<file path="config.mk">
export PLATFORM = sky130hd
export DESIGN_NAME = jtkicker_objscan
export DESIGN_NICKNAME = d
export VERILOG_FILES = /design/src/rtl/jtkicker_objscan.sv
export SDC_FILE = /design/constraint.sdc
export NUM_CORES = 1
export LEC_CHECK = 0
export ABC_AREA = 1
export BUFFER_PORTS_ARGS = -buffer_cell sky130_fd_sc_hd__buf_2
export CORE_MARGIN = 2
export CORE_UTILIZATION = 30
export DETAILED_ROUTE_END_ITERATION = 6
export GPL_ROUTABILITY_DRIVEN = 0
export GPL_TIMING_DRIVEN = 0
export HOLD_SLACK_MARGIN = 0.12
export PLACE_DENSITY = 0.46
export RECOVER_POWER = 25
export SKIP_CTS_REPAIR_TIMING = 1
export SLEW_MARGIN = 5
export SYNTH_ARGS = -nofsm -noshare
export SYNTH_HDL_FRONTEND = slang
export SYNTH_SLANG_ARGS = --single-unit
</file>
<file path="constraint.sdc">
create_clock -name clk -period 2.85 [get_ports clk]
set_input_delay 0.285 -clock clk [delete_from_list [all_inputs] [get_ports clk]]
set_output_delay 0.285 -clock clk [all_outputs]
set_load 0.1 [all_outputs]
</file>
<file path="src/rtl/jtkicker_objscan.sv">
// Object line scanner: walks object RAM at each line start and issues one
// draw request per object intersecting the line being prepared.
module jtkicker_objscan #(
  parameter int         OBJ_N   = 24,
  parameter logic [7:0] VOFFSET = 8'd1
) (
  input  logic       clk,
  input  logic       rst_n,
  input  logic       cen2,
  input  logic       hinit_x,
  input  logic [7:0] vdump,
  output logic [7:0] obj_addr,
  input  logic [7:0] obj_dout,
  output logic       draw,
  input  logic       busy,
  output logic [7:0] xpos,
  output logic [3:0] ysub,
  output logic [3:0] pal,
  output logic       hflip,
  output logic       vflip,
  output logic [8:0] code,
  output logic       done
);

  typedef enum logic [2:0] {IDLE, READ, CHECK, DRAW, WAIT} state_t;

  localparam logic [5:0] LAST_IDX = 6'(OBJ_N - 1);

  state_t      state, state_nxt;
  logic [5:0]  idx;
  logic [1:0]  bsel;
  logic [7:0]  line;
  logic [7:0]  y_r, codel_r, x_r;
  logic [6:0]  attr_r;
  logic [7:0]  ydiff;
  logic        hit, last, next_obj;

  always_comb begin
    ydiff    = line - y_r;
    hit      = (ydiff[7:4] == 4'd0);
    last     = (idx == 6'd0);
    next_obj = (state == CHECK && !hit) || (state == WAIT && !busy);
    state_nxt = state;
    if (hinit_x) begin
      state_nxt = READ;
    end else begin
      case (state)
        READ:    if (bsel == 2'd3) state_nxt = CHECK;
        CHECK:   if (hit) state_nxt = DRAW;
                 else     state_nxt = last ? IDLE : READ;
        DRAW:    if (!busy) state_nxt = WAIT;
        WAIT:    if (!busy) state_nxt = last ? IDLE : READ;
        default: state_nxt = state;
      endcase
    end
  end

  always_ff @(posedge clk or negedge rst_n) begin
    if (!rst_n)    state <= IDLE;
    else if (cen2) state <= state_nxt;
  end

  always_ff @(posedge clk or negedge rst_n) begin
    if (!rst_n) begin
      idx      <= '0;
      bsel     <= '0;
      line     <= '0;
      y_r      <= '0;
      codel_r  <= '0;
      attr_r   <= '0;
      x_r      <= '0;
      obj_addr <= '0;
      draw     <= 1'b0;
      done     <= 1'b1;
      xpos     <= '0;
      ysub     <= '0;
      pal      <= '0;
      hflip    <= 1'b0;
      vflip    <= 1'b0;
      code     <= '0;
    end else if (cen2) begin
      if (hinit_x) begin
        // Restart from any state; output data is left alone so an in-flight
        // draw keeps its values until the next request is presented.
        line     <= vdump + VOFFSET;
        idx      <= LAST_IDX;
        bsel     <= '0;
        obj_addr <= {LAST_IDX, 2'd0};
        draw     <= 1'b0;
        done     <= 1'b0;
      end else begin
        case (state)
          READ: begin
            case (bsel)
              2'd0:    y_r     <= obj_dout;
              2'd1:    codel_r <= obj_dout;
              2'd2:    attr_r  <= obj_dout[6:0];
              default: x_r     <= obj_dout;
            endcase
            if (bsel != 2'd3) begin
              bsel     <= bsel + 2'd1;
              obj_addr <= {idx, bsel + 2'd1};
            end
          end
          CHECK: if (hit) begin
            xpos  <= x_r;
            ysub  <= ydiff[3:0];
            pal   <= attr_r[3:0];
            hflip <= attr_r[4];
            vflip <= attr_r[5];
            code  <= {attr_r[6], codel_r};
            draw  <= 1'b1;
          end
          DRAW: if (!busy) draw <= 1'b0;
          default: ;
        endcase
        if (next_obj) begin
          if (last) begin
            done <= 1'b1;
          end else begin
            idx      <= idx - 6'd1;
            bsel     <= '0;
            obj_addr <= {idx - 6'd1, 2'd0};
          end
        end
      end
    end
  end

endmodule

</file>
==> report_table.html <==
<table>
<tr><th>Metric</th><th>Value</th></tr>
<tr><th colspan="2">Clocking</th></tr>
<tr><td>CTS H-tree depth</td><td>3</td></tr>
<tr><td>Total number of clock tree sinks</td><td>87</td></tr>
<tr><td>Number of buffers created by CTS</td><td>9</td></tr>
<tr><td>Clock latency reported for the late side of the worst-skew pair</td><td>approximately 0.34 ns</td></tr>
<tr><td>Clock Path Buffers</td><td>2</td></tr>
<tr><td>TritonCTS clock tree</td><td>built</td></tr>
<tr><td>Clock input transition at the sequential cells of the worst setup and hold paths</td><td>0.06 ns</td></tr>
<tr><td>Clock root buffer master</td><td>sky130_fd_sc_hd__clkbuf_16</td></tr>
<tr><th colspan="2">Yosys</th></tr>
<tr><td>Sequential-to-total area share from yosys stat</td><td>50.1%</td></tr>
<tr><td>Number of nets in the synthesized netlist</td><td>569</td></tr>
<tr><td>Synth unique cells</td><td>33</td></tr>
<tr><td>Post-synthesis cell type with the largest combined area</td><td>sky130_fd_sc_hd__dfrtp_1</td></tr>
<tr><td>Number of synthesized register bits</td><td>between 80 and 90</td></tr>
<tr><td>Number of synthesis warnings</td><td>0</td></tr>
<tr><td>Average size of a mapped cell</td><td>8.21 µm²</td></tr>
<tr><td>Cells after Synth</td><td>530</td></tr>
<tr><td>Top cell type's share of synthesized area</td><td>49.5%</td></tr>
<tr><td>Post-Syn Area</td><td>between 4000 and 5000 µm²</td></tr>
<tr><td>Biggest area contributors in the synthesized netlist</td><td>sky130_fd_sc_hd__dfrtp_1 (49%), sky130_fd_sc_hd__nand2_1 (14%), sky130_fd_sc_hd__o21ai_0 (9.0%)</td></tr>
<tr><th colspan="2">Timing</th></tr>
<tr><td>Normalized max-slew margin</td><td>-34.3%</td></tr>
<tr><td>Period minus WS final</td><td>between 2 and 3 ns</td></tr>
<tr><td>Top achievable clock speed</td><td>0.387 GHz</td></tr>
<tr><td>Clock Skews</td><td>0.00904 ns</td></tr>
<tr><td>Setup repair after global routing missed its margin</td><td>no</td></tr>
<tr><td>Slack of the critical path</td><td>around 0.27 ns</td></tr>
<tr><td>Slew of the pin with the lowest slew margin</td><td>approximately 2.0 ns</td></tr>
<tr><td>Share of the cycle needed by the critical path after routing</td><td>90.6%</td></tr>
<tr><td>Final-report setup violation count</td><td>0</td></tr>
<tr><td>Worst hold slack after final layout</td><td>0.164 ns</td></tr>
<tr><td>Slew Viols, Final</td><td>36</td></tr>
<tr><td>Final Hold Violating Endpoints</td><td>0</td></tr>
<tr><th colspan="2">Final layout</th></tr>
<tr><td>Number of nets in the layout</td><td>642</td></tr>
<tr><td>Share of final-layout standard cells stronger than drive strength 1</td><td>15.2%</td></tr>
<tr><td>Synthesis-to-layout area growth</td><td>20.5%</td></tr>
<tr><td>Post-layout instance area</td><td>between 5000 and 6000 µm²</td></tr>
<tr><td>Final Util</td><td>between 30% and 40%</td></tr>
<tr><td>Ant diodes</td><td>0</td></tr>
<tr><th colspan="2">Setup path</th></tr>
<tr><td>Slowest-stage cell, CP</td><td>sky130_fd_sc_hd__dfrtp_1</td></tr>
<tr><td>Largest driver fanout on the critical path</td><td>10</td></tr>
<tr><td>List of cells traversed by the critical path</td><td>inv_1, ha_1, inv_1, fa_2, nand2_1, nand2_1, nand2_1, nand2_1, nand2_1, nand2_1, nor2_1, nand2_2, nor4_4, buf_6, buf_4, buf_6, nand2_1, o21ai_0</td></tr>
<tr><td>Most frequent cell on the critical path</td><td>sky130_fd_sc_hd__nand2_1</td></tr>
<tr><td>Critical path's largest stage delay</td><td>0.38 ns</td></tr>
<tr><td>Critical path data required time</td><td>3.11 ns</td></tr>
<tr><td>Startpoint Class</td><td>register</td></tr>
<tr><td>Sum of buffers and inverters on the critical path</td><td>5</td></tr>
<tr><td>Setup crit end kind</td><td>register</td></tr>
<tr><td>Critical Path AT</td><td>~2.8 ns</td></tr>
<tr><td>Top delay family on crit path</td><td>simple AND/OR/NAND/NOR gates</td></tr>
<tr><td>CP Class</td><td>register to register</td></tr>
<tr><th colspan="2">Place</th></tr>
<tr><td>Worst setup slack before clock tree synthesis</td><td>-0.00641 ns</td></tr>
<tr><td>Total of buffers placed on input and output ports</td><td>56</td></tr>
<tr><td>Post-DP Area</td><td>between 4000 and 5000 µm²</td></tr>
<tr><td>Detailed-placement wirelength estimate</td><td>~7500 µm</td></tr>
<tr><th colspan="2">Floorplan</th></tr>
<tr><td>Number of rows created at floorplan</td><td>44</td></tr>
<tr><td>Total core area</td><td>14400 µm²</td></tr>
<tr><td>Effective utilization at floorplan</td><td>30.3%</td></tr>
<tr><td>Width of the chip</td><td>124 µm</td></tr>
<tr><td>Boundary Pins</td><td>58</td></tr>
<tr><td>Die outline height</td><td>124 µm</td></tr>
<tr><td>Area of the die</td><td>roughly 15000 µm²</td></tr>
<tr><th colspan="2">GRT</th></tr>
<tr><td>Aggregate global routing overflow</td><td>0</td></tr>
<tr><td>Global-route total usage across every layer</td><td>14.3%</td></tr>
<tr><td>Vias in the first global route</td><td>3575</td></tr>
<tr><td>First-pass GRT wire length</td><td>17900 µm</td></tr>
<tr><td>Initial antenna violation count</td><td>0</td></tr>
<tr><td>Largest net degree at the start of global routing</td><td>53</td></tr>
<tr><th colspan="2">Detailed routing</th></tr>
<tr><td>Routed wire per std cell</td><td>13.0 µm</td></tr>
<tr><td>Average vias per placed instance</td><td>approximately 4.5</td></tr>
<tr><td>Max Used Layer</td><td>met4</td></tr>
<tr><td>Post-detailed-route DRC marker count</td><td>0</td></tr>
<tr><td>Length of routed met3 wiring</td><td>between 400 and 500 µm</td></tr>
<tr><td>Post-detailed-route count of antenna-violating nets</td><td>0</td></tr>
<tr><td>Routed WL</td><td>10300 µm</td></tr>
<tr><td>Routed length on met2</td><td>~4500 µm</td></tr>
<tr><td>Metal1 wirelength</td><td>~5200 µm</td></tr>
<tr><td>Initial DRT Pass Iterations</td><td>5</td></tr>
<tr><td>Detailed router's first-iteration violation count</td><td>239</td></tr>
<tr><td>Number of vias after detailed routing</td><td>3561</td></tr>
<tr><th colspan="2">Run status</th></tr>
<tr><td>Violated checks</td><td>capacitance limit, slew limit</td></tr>
<tr><td>Result of the run</td><td>complete, but fails checks</td></tr>
<tr><th colspan="2">Run</th></tr>
<tr><td>Number of maximum-capacitance violations</td><td>1</td></tr>
<tr><th colspan="2">Min path</th></tr>
<tr><td>HP Class</td><td>input port to register</td></tr>
</table>
worst paths after layout:
check | from | end | slack [ns] | cells after the start
worst min register to register | codel_r[7] | code[7] | 0.48 | 2
min in group asynchronous | rst_n | xpos[1] | 1.05 | 2
max in group asynchronous | rst_n | pal[0] | 0.64 | 2
worst min-delay path | vdump[0] | line[0] | 0.16 | 2
worst max register to register | line[0] | xpos[0] | 0.27 | 18
worst max-delay path | line[0] | xpos[0] | 0.27 | 18
cells in the final DEF (no fill, tap or decap), types with 2 or more instances in the layout:
| cell type | instances |
|---|---|
| sky130_fd_sc_hd__ha_1 | 17 |
| sky130_fd_sc_hd__nand3_1 | 32 |
| sky130_fd_sc_hd__buf_2 | 57 |
| sky130_fd_sc_hd__xnor2_1 | 4 |
| sky130_fd_sc_hd__nand2_2 | 2 |
| sky130_fd_sc_hd__clkbuf_8 | 2 |
| sky130_fd_sc_hd__nor2_1 | 16 |
| sky130_fd_sc_hd__dfrtp_1 | 86 |
| sky130_fd_sc_hd__nor3_1 | 4 |
| sky130_fd_sc_hd__o21ai_1 | 3 |
| sky130_fd_sc_hd__a21oi_1 | 9 |
| sky130_fd_sc_hd__buf_6 | 4 |
| sky130_fd_sc_hd__clkbuf_16 | 9 |
| sky130_fd_sc_hd__nand2_1 | 157 |
| sky130_fd_sc_hd__nand4_1 | 10 |
| sky130_fd_sc_hd__nand3b_1 | 2 |
| sky130_fd_sc_hd__buf_4 | 3 |
| sky130_fd_sc_hd__o21ai_0 | 78 |
| sky130_fd_sc_hd__clkbuf_1 | 10 |
| sky130_fd_sc_hd__inv_1 | 75 |
| sky130_fd_sc_hd__or2_4 | 2 |
| sky130_fd_sc_hd__xor2_1 | 5 |
worst register-to-register path, stage by stage (launching register included):
cell	delay, ns
sky130_fd_sc_hd__dfrtp_1	0.38
sky130_fd_sc_hd__inv_1	0.09
sky130_fd_sc_hd__ha_1	0.15
sky130_fd_sc_hd__inv_1	0.06
sky130_fd_sc_hd__fa_2	0.35
sky130_fd_sc_hd__nand2_1	0.08
sky130_fd_sc_hd__nand2_1	0.09
sky130_fd_sc_hd__nand2_1	0.07
sky130_fd_sc_hd__nand2_1	0.04
sky130_fd_sc_hd__nand2_1	0.06
sky130_fd_sc_hd__nand2_1	0.05
sky130_fd_sc_hd__nor2_1	0.13
sky130_fd_sc_hd__nand2_2	0.12
sky130_fd_sc_hd__nor4_4	0.29
sky130_fd_sc_hd__buf_6	0.17
sky130_fd_sc_hd__buf_4	0.11
sky130_fd_sc_hd__buf_6	0.13
sky130_fd_sc_hd__nand2_1	0.06
sky130_fd_sc_hd__o21ai_0	0.08
cells by family after synthesis:
kind of cell,share of synthesized area (%)
simple gates,22.9
xor+xnor,1.81
fa+ha+maj,5.35
flops,50.1
buf+inv,8.54
mux,0.230
compound gates,11.0
per-stage QoR:
stage | setup TNS (ns) | instances
2_1_floorplan | 0 | 530
3_3_place_gp | 0 | 770
3_5_place_dp | -0.00986 | 771
4_1_cts | -0.180 | 786
5_1_grt | 0 | 791
6_report | 0 | 791
synthesized netlist by cell type (all sizes together):
cell	n
nand3b	2
xor2	5
clkbuf	10
o22ai	1
o21ai	81
dfrtp	86
nand4	10
a311oi	1
buf	6
a21oi	9
nand2	160
nor3	5
fa	1
dfstp	1
xnor2	4
o31ai	1
inv	75
ha	17
nand3	33
o21bai	1
mux2i	1
nor2	17
or2	2
nor4	1
cell type report:
| type | count | area, µm² |
|---|---|---|
| fill | 1520 | 9130 |
| sequential | 87 | 2180 |
| multi-input combinational | 352 | 1810 |
| timing repair buffer | 62 | 350 |
| inverter | 75 | 282 |
| clock buffer | 11 | 253 |
| tap | 184 | 230 |
| buffer | 16 | 86.3 |
| clock inverter | 4 | 52.6 |
flip-flops by register name (all words and copies together) (netlist names), 2 cells and up:
signal	cells
x_r	8
pal	4
bsel	2
attr_r	7
idx	6
ysub	4
xpos	8
line	8
codel_r	8
state	3
obj_addr	8
code	9
y_r	8
per-layer routing:
metal	up-vias	global-route usage [%]
met5	-	0
li1	1838	-
met1	1625	19.7
met3	16	4.51
met2	82	21.6
met4	0	4.43
Power is left out: the tool's default activity adds up to more than one toggle a clock period on the data nets, which glitch-free logic cannot reach.
